## config.mk

```make
export PLATFORM = sky130hd
export DESIGN_NAME = tcp_tx_header_builder
export DESIGN_NICKNAME = d
export VERILOG_FILES = /design/src/rtl/tcp_tx_header_builder.sv
export SDC_FILE = /design/constraint.sdc
export NUM_CORES = 1
export LEC_CHECK = 0
export BUFFER_PORTS_ARGS = -buffer_cell sky130_fd_sc_hd__buf_2
export CORE_MARGIN = 2
export CORE_UTILIZATION = 35
export DETAILED_ROUTE_END_ITERATION = 6
export PLACE_DENSITY_LB_ADDON = 0.1
export SETUP_SLACK_MARGIN = 0.15
export SYNTH_ARGS = -nofsm -noshare
export SYNTH_HDL_FRONTEND = slang
export SYNTH_SLANG_ARGS = --single-unit
```

## constraint.sdc

```tcl
create_clock -name clk -period 6.6 [get_ports clk]
set_clock_uncertainty 0.05 [all_clocks]
set_input_delay 0 -clock clk [delete_from_list [all_inputs] [get_ports clk]]
set_output_delay 0 -clock clk [all_outputs]
set_load 0.02 [all_outputs]
```

## src/rtl/tcp_tx_header_builder.sv

```systemverilog
// ---------------------------------------------------------------------------
// tcp_tx_header_builder
//
// Purpose:
//   Takes one TCP segment request (flags, ports, sequence/ack numbers,
//   window) per handshake. Optionally computes the 16-bit one's-complement
//   TCP checksum over the header words plus a caller-supplied pseudo-header
//   partial sum. Then serializes the 20-byte option-less header MSB-first
//   onto a valid/ready byte stream.
//
// Parameters:
//   CSUM_EN    1 = compute the checksum (10-cycle CSUM phase).
//              0 = send the checksum field as 0x0000 and skip CSUM.
//
// Ports:
//   clk, rst             clock; synchronous active-high reset
//   hdr_vld / hdr_rdy    request handshake (hdr_rdy high only while idle)
//   syn/ack/fin/rst/psh  flag bits of the requested segment
//   src_port, dst_port   local / remote port
//   seq_number           sequence number
//   ack_number           acknowledgement number
//   window               advertised window
//   pseudo_sum           folded one's-complement sum of the IP pseudo-header
//   tx_data / tx_vld     header byte stream (registered)
//   tx_rdy               consumer accepts the presented byte
//   tx_last              marks the final header byte (byte 19)
// ---------------------------------------------------------------------------
module tcp_tx_header_builder #(
  parameter int CSUM_EN = 1
) (
  input  logic        clk,
  input  logic        rst,
  input  logic        hdr_vld,
  output logic        hdr_rdy,
  input  logic        syn_flag,
  input  logic        ack_flag,
  input  logic        fin_flag,
  input  logic        rst_flag,
  input  logic        psh_flag,
  input  logic [15:0] src_port,
  input  logic [15:0] dst_port,
  input  logic [31:0] seq_number,
  input  logic [31:0] ack_number,
  input  logic [15:0] window,
  input  logic [15:0] pseudo_sum,
  output logic [7:0]  tx_data,
  output logic        tx_vld,
  input  logic        tx_rdy,
  output logic        tx_last
);

  localparam logic [1:0] IDLE = 2'd0;
  localparam logic [1:0] CSUM = 2'd1;
  localparam logic [1:0] SEND = 2'd2;

  logic [1:0]  state;
  logic [3:0]  idx;
  logic [4:0]  bidx;
  logic [15:0] acc;
  logic [15:0] csum;

  logic [15:0] src_q;
  logic [15:0] dst_q;
  logic [31:0] seq_q;
  logic [31:0] ack_q;
  logic [15:0] win_q;
  // Flag bits in header order: {ack, psh, rst, syn, fin}
  logic [4:0]  flags_q;

  logic [16:0] sum17;
  logic [15:0] acc_next;

  // Header word i (0..9) built from the captured request. Word 8 is the
  // checksum register, which is held at zero while the sum is being
  // accumulated, so the CSUM phase naturally treats w8 as zero.
  function automatic logic [15:0] word_at(input logic [3:0] i);
    case (i)
      4'd0:    word_at = src_q;
      4'd1:    word_at = dst_q;
      4'd2:    word_at = seq_q[31:16];
      4'd3:    word_at = seq_q[15:0];
      4'd4:    word_at = ack_q[31:16];
      4'd5:    word_at = ack_q[15:0];
      4'd6:    word_at = {4'h5, 4'h0, 2'b00, 1'b0, flags_q};
      4'd7:    word_at = win_q;
      4'd8:    word_at = csum;
      default: word_at = 16'h0000;
    endcase
  endfunction

  // Even byte indices carry the high half of a word, odd ones the low half.
  function automatic logic [7:0] byte_at(input logic [4:0] b);
    logic [15:0] w;
    w = word_at(b[4:1]);
    byte_at = b[0] ? w[7:0] : w[15:8];
  endfunction

  assign hdr_rdy = (state == IDLE);

  // One checksum step: add the current word and fold the carry back in.
  // Both operands are at most 0xFFFF, so the folded result never overflows
  // a second time.
  always_comb begin
    sum17    = {1'b0, acc} + {1'b0, word_at(idx)};
    acc_next = sum17[15:0] + {15'd0, sum17[16]};
  end

  // Main control: capture on handshake, accumulate one word per cycle,
  // then stream bytes under valid/ready. The first byte is loaded on the
  // transition into SEND so tx_vld rises exactly when the state does.
  always_ff @(posedge clk) begin
    if (rst) begin
      state   <= IDLE;
      idx     <= 4'd0;
      bidx    <= 5'd0;
      acc     <= 16'h0000;
      csum    <= 16'h0000;
      src_q   <= 16'h0000;
      dst_q   <= 16'h0000;
      seq_q   <= 32'h0000_0000;
      ack_q   <= 32'h0000_0000;
      win_q   <= 16'h0000;
      flags_q <= 5'd0;
      tx_vld  <= 1'b0;
      tx_last <= 1'b0;
      tx_data <= 8'h00;
    end else begin
      case (state)
        IDLE: begin
          if (hdr_vld) begin
            src_q   <= src_port;
            dst_q   <= dst_port;
            seq_q   <= seq_number;
            ack_q   <= ack_number;
            win_q   <= window;
            flags_q <= {ack_flag, psh_flag, rst_flag, syn_flag, fin_flag};
            acc     <= pseudo_sum;
            idx     <= 4'd0;
            bidx    <= 5'd0;
            csum    <= 16'h0000;
            if (CSUM_EN != 0) begin
              state <= CSUM;
            end else begin
              // Byte 0 comes straight from the input since the capture
              // registers are only being loaded on this same edge.
              state   <= SEND;
              tx_vld  <= 1'b1;
              tx_last <= 1'b0;
              tx_data <= src_port[15:8];
            end
          end
        end

        CSUM: begin
          acc <= acc_next;
          idx <= idx + 4'd1;
          if (idx == 4'd9) begin
            csum    <= ~acc_next;
            state   <= SEND;
            tx_vld  <= 1'b1;
            tx_last <= 1'b0;
            tx_data <= src_q[15:8];
          end
        end

        SEND: begin
          // tx_vld is always high here, so tx_rdy alone means acceptance.
          if (tx_rdy) begin
            if (bidx == 5'd19) begin
              state   <= IDLE;
              bidx    <= 5'd0;
              tx_vld  <= 1'b0;
              tx_last <= 1'b0;
              tx_data <= 8'h00;
            end else begin
              bidx    <= bidx + 5'd1;
              tx_data <= byte_at(bidx + 5'd1);
              tx_last <= (bidx == 5'd18);
            end
          end
        end

        default: begin
          state   <= IDLE;
          tx_vld  <= 1'b0;
          tx_last <= 1'b0;
        end
      endcase
    end
  end

endmodule

```

==> results.sh <==
export IMPL_fin_tns_setup_ns=0
export IMPL_wl_per_cell_um=19.89
export IMPL_ys_seq_area_share_pct=36.03
export IMPL_ys_types=76
export IMPL_seqCellArea_mm2=0.003403
export IMPL_die_h_um=168.3
export IMPL_rows=60
export IMPL_root_buffer="clkbuf_16"
export IMPL_power_per_cell_area_mw_per_mm2=221.4
export IMPL_grt_overflow_total=0
export IMPL_vdd_drop_max_mv=0.1689
export IMPL_ys_ff_latch=170
export IMPL_preCtsSetupSlack_ns=1.142
export IMPL_layout_common_cells="342 x nand2_1, 178 x a21oi_1, 170 x dfxtp_1"
export IMPL_drive_gt1_share_pct=15.70
export IMPL_met2_usage_pct=39.13
export IMPL_worst_slack_ns=1.021
export IMPL_grtUsageMet1_pct=36.14
export IMPL_drt_initial_drc_count=775
export IMPL_io_buffers=147
export IMPL_postSynthCellCount=1247
export IMPL_status="finished with violations"
export IMPL_grt_pass1_vias=9564
export IMPL_arrival_ns=5.86
export IMPL_crit_type="reg2reg"
export IMPL_drc=27
export IMPL_async_flop_share_pct=0
export IMPL_maxSlewViolCount=0
export IMPL_ys_dominant_reg_cell="dfxtp_1"
export IMPL_cts_buffer_depth=2
export IMPL_fmax_mhz=179.2
export IMPL_cts_buffers=17
export IMPL_gp_congestion=0.9428
export IMPL_hpwl_um=25550
export IMPL_crit_path_max_fanout=16
export IMPL_areaGrowthSynthToFinish_pct=30.04
export IMPL_tightestPinTransition_ns=1.034
export IMPL_cp_end_kind="flip-flop"
export IMPL_vias=10120
export IMPL_routed_wl_um=36180
export IMPL_grt_usage_pct=25.24
export IMPL_cts_tree="yes"
export IMPL_antenna_found_initial=0
export IMPL_required_ns=6.88
export IMPL_hold_violations=0
export IMPL_slew_headroom_pct=31.09
export IMPL_num_io_pins=148
export IMPL_clk_pin_slew_ns=0.08
export IMPL_setup_viol=0
export IMPL_cts_sinks=170
export IMPL_total_power_mw=2.720
export IMPL_postRouteAntennaNets=0
export IMPL_h_tree_depth=4
export IMPL_syn_area_mm2=0.009447
export IMPL_avgSynthCellArea_um2=7.575
export IMPL_rsz0062_at_grt="false"
export IMPL_cts_setup_buffers=0
export IMPL_multiInputGateArea_mm2=0.005634
export IMPL_grt_use_met3_pct=3.479
export IMPL_syn_num_nets=1409
export IMPL_min_period_ns=5.579
export IMPL_via_per_inst=5.562
export IMPL_grt_max_degree=94
export IMPL_dieArea_mm2=0.02832
export IMPL_hp_class="in2reg"
export IMPL_clock_latency_ns=0.44
export IMPL_final_common_cell="nand2_1"
export IMPL_violations="design-rule violations"
export IMPL_final_util_pct=45.96
export IMPL_fillers=2711
export IMPL_critPathLaunchType="flip-flop"
export IMPL_start_util_pct=35.35
export IMPL_fin_nets=1627
export IMPL_yosysWarnings=0
export IMPL_cap_violations=0
export IMPL_leakage_nw=4.935
export IMPL_core_region_area_mm2=0.02673
export IMPL_n_antenna_cell=0
export IMPL_busiest_layer="met2"
export IMPL_synth_edf_count=0
export IMPL_dr_pass1_iters=7
export IMPL_grt_pass1_wl_um=55430
export IMPL_fin_crit_sh_pct=84.54
export IMPL_fp_dieW_um=168.3
export IMPL_cts_resized=0
registers in the layout, summed over array words and instances (netlist names), 2 cells and up:
| register | flops |
|---|---|
| seq_q | 32 |
| win_q | 16 |
| dst_q | 16 |
| bidx | 5 |
| idx | 4 |
| state | 2 |
| acc | 16 |
| tx_data | 8 |
| src_q | 16 |
| csum | 16 |
| flags_q | 5 |
| ack_q | 32 |
cells in the mapped netlist (7+ instances only):
library cell	number	share of area, %
inv_1	7	0.28
a222oi_1	10	1.1
nor2b_1	7	0.46
nor3_1	17	0.90
a22oi_1	60	4.8
xor2_1	12	1.1
a21oi_1	178	9.4
and2_1	8	0.53
ha_1	24	3.2
nand3b_1	10	0.79
a31oi_1	12	0.79
buf_2	11	0.58
dfxtp_1	170	36
a311oi_1	13	1.2
mux2_2	15	1.8
clkbuf_1	74	2.9
mux2i_1	16	1.7
nand2_1	343	14
o21ai_0	24	1.3
nor2_1	50	2.0
xnor2_1	11	1.0
a221oi_1	15	1.4
nand4_1	15	0.99
nand3_1	19	1.0
buf_1	9	0.36
a21o_1	13	1.0
repair_timing:
item	4_1_cts	5_1_grt
hold buffers	134	0
hold endpoints to repair	135	0
endpoints found under the setup margin	0	0
final cells by class:
type                       count  share of cell area (%)
multi-input combinational    973                   45.86
inverter                       7                  0.2139
clock inverter                14                   1.406
sequential                   170                   27.70
tap                          341                   3.473
clock buffer                  18                   3.494
timing repair buffer         296                   17.84
final timing paths:
check             startpoint  slack [ns]  cells after the start       to
setup reg to reg      idx[2]        1.02                     21  acc[14]
hold reg to reg      tx_last        0.40                      2  tx_last
hold / removal           rst        0.07                      2  bidx[1]
setup / recovery      idx[2]        1.02                     21  acc[14]
routing by layer:
layer | routed length, um | share of wire (%) | vias up
met1 | 17230 | 48 | 4768
met2 | 15770 | 44 | 402
li1 | - | - | 4892
met3 | 2235 | 6.2 | 55
met5 | 0 | 0 | -
met4 | 942 | 2.6 | 0
logic make-up (layout without fill, tap and decap cells):
| group | Yosys count | in the layout | synth area share [%] |
|---|---|---|---|
| DFF | 170 | 170 | 36.03 |
| muxes | 31 | 31 | 3.483 |
| AOI/OAI and AO/OA | 388 | 388 | 26.80 |
| and+or+nand+nor | 504 | 504 | 23.39 |
| xor gates and xnor gates | 25 | 25 | 2.477 |
| buffers and inverters | 104 | 335 | 4.437 |
| adders and majority gates | 25 | 25 | 3.391 |
through the flow:
step                      cells  hold WS [ns]  area (um2)
after floorplan            1247       0.08597        9447
after global placement     1653        0.1962       10340
after detailed placement   1653        0.1975       10340
after CTS                  1819       0.06995       12280
after global routing       1819        0.1055       12280
final                      1819       0.07138       12280
report_power, final:
group,total [mW],switching (mW),internal (mW)
clock network,1.04,0.496,0.546
registers,1.17,0.0778,1.09
logic,0.512,0.290,0.222
worst max-delay path, cell delays in order, from the launching register on:
cell	delay, ns
dfxtp_1	0.54
nor2b_1	0.30
and2_1	0.68
a22oi_1	0.19
nand3_1	0.11
a221o_1	0.18
ha_1	0.23
fa_1	0.23
a21o_1	0.16
a221oi_2	0.10
and3_4	0.23
o41ai_4	0.38
a21o_1	0.17
a21o_1	0.12
ha_1	0.17
ha_1	0.16
nand2_1	0.10
nor4_2	0.52
nand3_1	0.23
nor4_4	0.24
mux2i_1	0.12
a311oi_1	0.25
(Power assumes the default switching activity.)
